$ cat src/rtl/dmem_arbiter.sv
// Data-memory arbiter between the core load/store path and the external loader port.
// Optional stall statistics counter enabled by defining DMEM_ARB_STATS_EN.
module dmem_arbiter #(
  parameter int unsigned AW        = 8,
  parameter int unsigned DW        = 8,
  parameter int unsigned MAX_WAIT  = 4,
  parameter int unsigned BURST_MAX = 8
) (
  input  logic          clk,
  input  logic          reset,
  input  logic          core_req,
  input  logic          core_we,
  input  logic [AW-1:0] core_addr,
  input  logic [DW-1:0] core_wdata,
  output logic          core_gnt,
  output logic          core_stall,
  output logic [DW-1:0] core_rdata,
  output logic          core_rvalid,
  input  logic          ld_req,
  input  logic          ld_we,
  input  logic [AW-1:0] ld_addr,
  input  logic [DW-1:0] ld_wdata,
  input  logic          ld_lock,
  output logic          ld_gnt,
  output logic [DW-1:0] ld_rdata,
  output logic          ld_rvalid,
  output logic          mem_wr_en,
  output logic          mem_rd_en,
  output logic [AW-1:0] mem_addr,
  output logic [DW-1:0] mem_dat_in,
  input  logic [DW-1:0] mem_dat_out,
  output logic [15:0]   stall_cnt
);

  localparam int unsigned BW = $clog2(BURST_MAX + 1);

  typedef enum logic [1:0] {IDLE, CORE, LOAD} state_t;

  state_t        state_q, state_d;
  logic [3:0]    wait_cnt;
  logic [BW-1:0] beat_cnt;
  logic          lock_q;

  always_comb begin
    core_gnt = 1'b0;
    ld_gnt   = 1'b0;
    if (!reset) begin
      core_gnt = 1'b0;
      ld_gnt   = 1'b0;
    end else if (state_q == LOAD && lock_q && ld_req && beat_cnt < BW'(BURST_MAX)) begin
      ld_gnt = 1'b1;
    end else if (ld_req && wait_cnt >= 4'(MAX_WAIT)) begin
      ld_gnt = 1'b1;
    end else if (core_req) begin
      core_gnt = 1'b1;
    end else if (ld_req) begin
      ld_gnt = 1'b1;
    end
  end

  always_comb begin
    state_d = IDLE;
    if (core_gnt)    state_d = CORE;
    else if (ld_gnt) state_d = LOAD;
  end

  assign core_stall = core_req & ~core_gnt;

  always_comb begin
    mem_wr_en  = 1'b0;
    mem_rd_en  = 1'b0;
    mem_addr   = '0;
    mem_dat_in = '0;
    if (core_gnt) begin
      mem_wr_en  = core_we;
      mem_rd_en  = ~core_we;
      mem_addr   = core_addr;
      mem_dat_in = core_wdata;
    end else if (ld_gnt) begin
      mem_wr_en  = ld_we;
      mem_rd_en  = ~ld_we;
      mem_addr   = ld_addr;
      mem_dat_in = ld_wdata;
    end
  end

  always_ff @(posedge clk or negedge reset) begin
    if (!reset) begin
      state_q <= IDLE;
      lock_q  <= 1'b0;
    end else begin
      state_q <= state_d;
      lock_q  <= ld_lock;
    end
  end

  always_ff @(posedge clk or negedge reset) begin
    if (!reset) begin
      wait_cnt <= '0;
    end else if (ld_req && !ld_gnt) begin
      if (wait_cnt != 4'hF) wait_cnt <= wait_cnt + 4'd1;
    end else begin
      wait_cnt <= '0;
    end
  end

  // A loader grant at beat_cnt==BURST_MAX (lock ignored, nobody else waiting)
  // opens a fresh burst rather than overrunning the counter.
  always_ff @(posedge clk or negedge reset) begin
    if (!reset) begin
      beat_cnt <= '0;
    end else if (ld_gnt) begin
      if (state_q == LOAD && beat_cnt < BW'(BURST_MAX)) beat_cnt <= beat_cnt + BW'(1);
      else                                               beat_cnt <= BW'(1);
    end else begin
      beat_cnt <= '0;
    end
  end

  always_ff @(posedge clk or negedge reset) begin
    if (!reset) begin
      core_rvalid <= 1'b0;
      core_rdata  <= '0;
      ld_rvalid   <= 1'b0;
      ld_rdata    <= '0;
    end else begin
      core_rvalid <= core_gnt & ~core_we;
      ld_rvalid   <= ld_gnt & ~ld_we;
      if (core_gnt && !core_we) core_rdata <= mem_dat_out;
      if (ld_gnt && !ld_we)     ld_rdata   <= mem_dat_out;
    end
  end

`ifdef DMEM_ARB_STATS_EN
  always_ff @(posedge clk or negedge reset) begin
    if (!reset)                                stall_cnt <= '0;
    else if (core_stall && stall_cnt != '1)    stall_cnt <= stall_cnt + 16'd1;
  end
`else
  assign stall_cnt = '0;
`endif

endmodule

$ cat config.mk
export PLATFORM = sky130hd
export DESIGN_NAME = dmem_arbiter
export DESIGN_NICKNAME = d
export VERILOG_FILES = /design/src/rtl/dmem_arbiter.sv
export SDC_FILE = /design/constraint.sdc
export NUM_CORES = 1
export LEC_CHECK = 0
export CORE_MARGIN = 2
export CORE_UTILIZATION = 37
export CTS_BUF_LIST = sky130_fd_sc_hd__clkbuf_4 sky130_fd_sc_hd__clkbuf_8
export CTS_CLUSTER_SIZE = 25
export DETAILED_ROUTE_END_ITERATION = 8
export GPL_TIMING_DRIVEN = 0
export PLACE_DENSITY = 0.9
export SLEW_MARGIN = 10
export SYNTH_ARGS = -nofsm -noshare
export SYNTH_HDL_FRONTEND = slang
export SYNTH_SLANG_ARGS = --single-unit
$ cat constraint.sdc
create_clock -name clk -period 2.5 [get_ports clk]
set_clock_uncertainty 0.2 [all_clocks]
set_input_delay 0.5 -clock clk [delete_from_list [all_inputs] [get_ports clk]]
set_output_delay 0.5 -clock clk [all_outputs]
set_load 0.01 [all_outputs]
==> results.py <==
metrics = {
    "run_status": {
        "outcome": "complete, but fails checks",
        "violations": "negative setup slack",
    },
    "clock_network": {
        "cts_max_level": 2,
        "cts_sinks": 29,
        "clkSlewWorstSetupHoldPaths_ns": 0.06,
        "clk_latency_ns": 0.27,
        "numCtsBuffers": 5,
        "root_buffer": "clkbuf_8",
        "clock_path_buffers": 2,
        "cts_tree": "built",
    },
    "route": {
        "dr.pass1.iters": 4,
        "routed_wl_um": 5250,
        "viasPerCell": 4.81,
        "ant_nets": 0,
        "drtIter0Drc": 61,
        "route.detailed.wl_per_inst_um": 15.7,
        "drcViolationCount": 0,
        "vias": 1613,
    },
    "critical_path": {
        "r2r_start": "wait_cnt[2]",
        "worst-path-buf-inv": 2,
        "crit_path_start_kind": "register",
        "cp_slowest_stage_delay_ns": 0.45,
        "r2r_end": "core_rdata[2]",
        "crit_fanout": 4,
        "r2r_slack_ns": 0.30,
        "cpMostUsedCell": "buf_6",
        "cpMaxStageDelayCell": "or3b_4",
        "ff2ff_path_depth": 6,
        "path_class": "reg2out",
        "cpLargestDelayFamily": "simple AND/OR/NAND/NOR gates",
        "path_cells": "or3b_4 -> o21ai_4 -> buf_6 -> nor3_4 -> or2_4 -> buf_6",
        "end_kind": "output port",
        "critPathArrivalTime_ns": 1.89,
        "cp.required_ns": 1.80,
    },
    "worst_hold_path": {
        "min_path_cells": 1,
        "holdPathEnd": "ld_rdata[6]",
        "min_from": "ld_rdata[6]",
        "hold_path.class": "reg2reg",
    },
    "global_routing": {
        "grt_max_degree": 30,
        "grt_overflow": 0,
        "antenna_found_initial": 0,
        "grtUsageTotal": 0.213,
        "grt_pass1_vias": 1532,
        "grt_pass1_wl_um": 7470,
    },
    "synthesis": {
        "yosysWarnings": 0,
        "synth_seq_cells": 29,
        "syn-instance-count": 160,
        "synth_area_leaders": "dfrtp_1 47%, mux2_2 12%, nand2_1 8.7%, buf_4 7.7%, o22ai_1 6.8%",
        "syn-mean-instance-area_um2": 9.74,
        "yosysSeqAreaShare": 0.466,
        "netlist_area_um2": 1560,
        "synth_cell_type_count": 29,
        "yosys.area.top_type": "dfrtp_1",
        "yosysTopAreaCellShare": 0.466,
    },
    "power_and_ir_drop": {
        "leakage_nw": 1.35,
        "p_per_area_nw_per_um2": 517,
        "ir_worst_vdd_v": 0.000394,
    },
    "floorplan": {
        "num_io_pins": 102,
        "die_y_um": 68.9,
        "dieArea_um2": 4750,
        "core-area_um2": 4030,
        "start_util": 0.387,
        "die_w_um": 68.9,
        "rows": 23,
    },
    "sta": {
        "finalHoldViolations": 0,
        "rsz0062_at_grt": "true",
        "max_freq_mhz": 386,
        "slew_violations": 0,
        "fin_crit_sh": 1.04,
        "setup_viol": 15,
        "period_needed_ns": 2.59,
        "setup_slack_ns": -0.0934,
    },
    "finish": {
        "final_cell_mix": "61 x clkdlybuf4s50_1, 36 x nand2_1, 28 x dfrtp_1, 24 x buf_4, 19 x buf_2",
        "nets": 334,
        "syn_to_final_growth_pct": 85.9,
        "layout_commonest_cell": "clkdlybuf4s50_1",
        "layout-drive-gt1-share": 0.368,
        "finalNonFillerCells": 335,
        "utilization": 0.719,
        "n_antenna_cell": 0,
        "final.fill_count": 283,
    },
    "placed_design": {
        "dp.cells": 310,
        "hpwl_um": 3260,
        "gp_congestion": 0.697,
        "io_buffers": 85,
    },
    "job": {
        "cap_violations": 0,
    },
}
-- how the worst max path moves through the flow --
stage | start | end | slack, ns | depth (start not counted)
2_1_floorplan | core_req | mem_rd_en | 0.23 | 4
3_3_place_gp | reset | mem_rd_en | -2.07 | 5
3_5_place_dp | reset | mem_rd_en | -1.10 | 5
4_1_cts | wait_cnt[3] | mem_addr[0] | -0.05 | 6
5_1_grt | wait_cnt[2] | mem_addr[1] | -0.14 | 6
6_report | wait_cnt[2] | mem_rd_en | -0.09 | 6
-- layer usage --
layer  vias up  share of wire  global-route usage
met2        52           0.53               0.364
met5         -              0                   0
met3        18          0.047              0.0438
met1       775           0.39               0.258
met4         0          0.031              0.0956
li1        768              -                   -
-- layout make-up --
class | instances | area (um^2) | area share
plain buffers | 22 | 181 | 0.0627
clock buffers | 7 | 90.1 | 0.0311
inverters | 3 | 11.3 | 0.00389
multi-input cells | 120 | 850 | 0.293
flip-flops and latches | 29 | 727 | 0.251
well taps | 50 | 62.6 | 0.0216
repair buffers | 104 | 973 | 0.336
-- cell usage after synthesis --
| cell type | count |
|---|---|
| nand2_1 | 36 |
| dfrtp_1 | 29 |
| o22ai_1 | 17 |
| buf_4 | 16 |
| mux2_2 | 16 |
| nor2_1 | 10 |
| clkbuf_1 | 6 |
| inv_1 | 3 |
| nand3_1 | 3 |
| ha_1 | 2 |
| nor3_1 | 2 |
| nor3b_1 | 2 |
| xnor2_1 | 2 |
| a211oi_1 | 1 |
| a21boi_0 | 1 |
| a2bb2oi_2 | 1 |
| a31oi_1 | 1 |
| and4bb_2 | 1 |
| buf_1 | 1 |
| conb_1 | 1 |
| mux2i_1 | 1 |
| nor3_2 | 1 |
| nor3_4 | 1 |
| o2111ai_1 | 1 |
| o21ai_0 | 1 |
| o21ai_1 | 1 |
| o31ai_1 | 1 |
| or2_2 | 1 |
| or3b_4 | 1 |
-- registers in the layout (all words and copies together), names as in the netlist --
signal	flops
core_rdata	8
ld_rdata	8
beat_cnt	4
wait_cnt	4
state_q	2
core_rvalid	1
ld_rvalid	1
lock_q	1
-- power breakdown --
| part | internal (mW) | total, mW | switching [mW] |
|---|---|---|---|
| sequential | 0.536 | 0.571 | 0.0351 |
| clock | 0.229 | 0.386 | 0.158 |
| combinational | 0.324 | 0.541 | 0.217 |
-- through the flow --
stage	worst slack [ns]	power [mW]	setup TNS, ns	instance area, um^2	hold slack (ns)
floorplan	0.227	0.769	0	1610	0.00441
detailed placement	-1.10	1.05	-25.33	2520	0.295
CTS	-0.0545	1.47	-0.440	2810	0.307
global route	-0.143	1.58	-1.57	2900	0.324
global placement	-2.07	1.04	-61.09	2530	0.287
finish	-0.0934	1.50	-0.855	2900	0.305
-- repair_timing --
action                                  in CTS  in global routing
gates cloned                                 2                  0
setup buffers                               12                  3
hold buffers                                 2                  0
gates resized for setup                    121                 15
endpoints found under the hold margin       29                  0
pin swaps                                   10                 10
endpoints found under the setup margin      37                 20
-- logic make-up (layout without fill, tap and decap cells) --
kind of cell,after synthesis,after routing,synth area share
AND/OR/NAND/NOR,58,58,0.173
flip-flops,29,29,0.466
other,1,16,0.00241
XOR/XNOR,2,2,0.0112
AO/OA/AOI/OAI,25,25,0.108
adder cells (fa/ha/maj),2,2,0.0161
multiplexers,17,17,0.122
buffers and inverters,26,136,0.101
(Power assumes the default switching activity.)
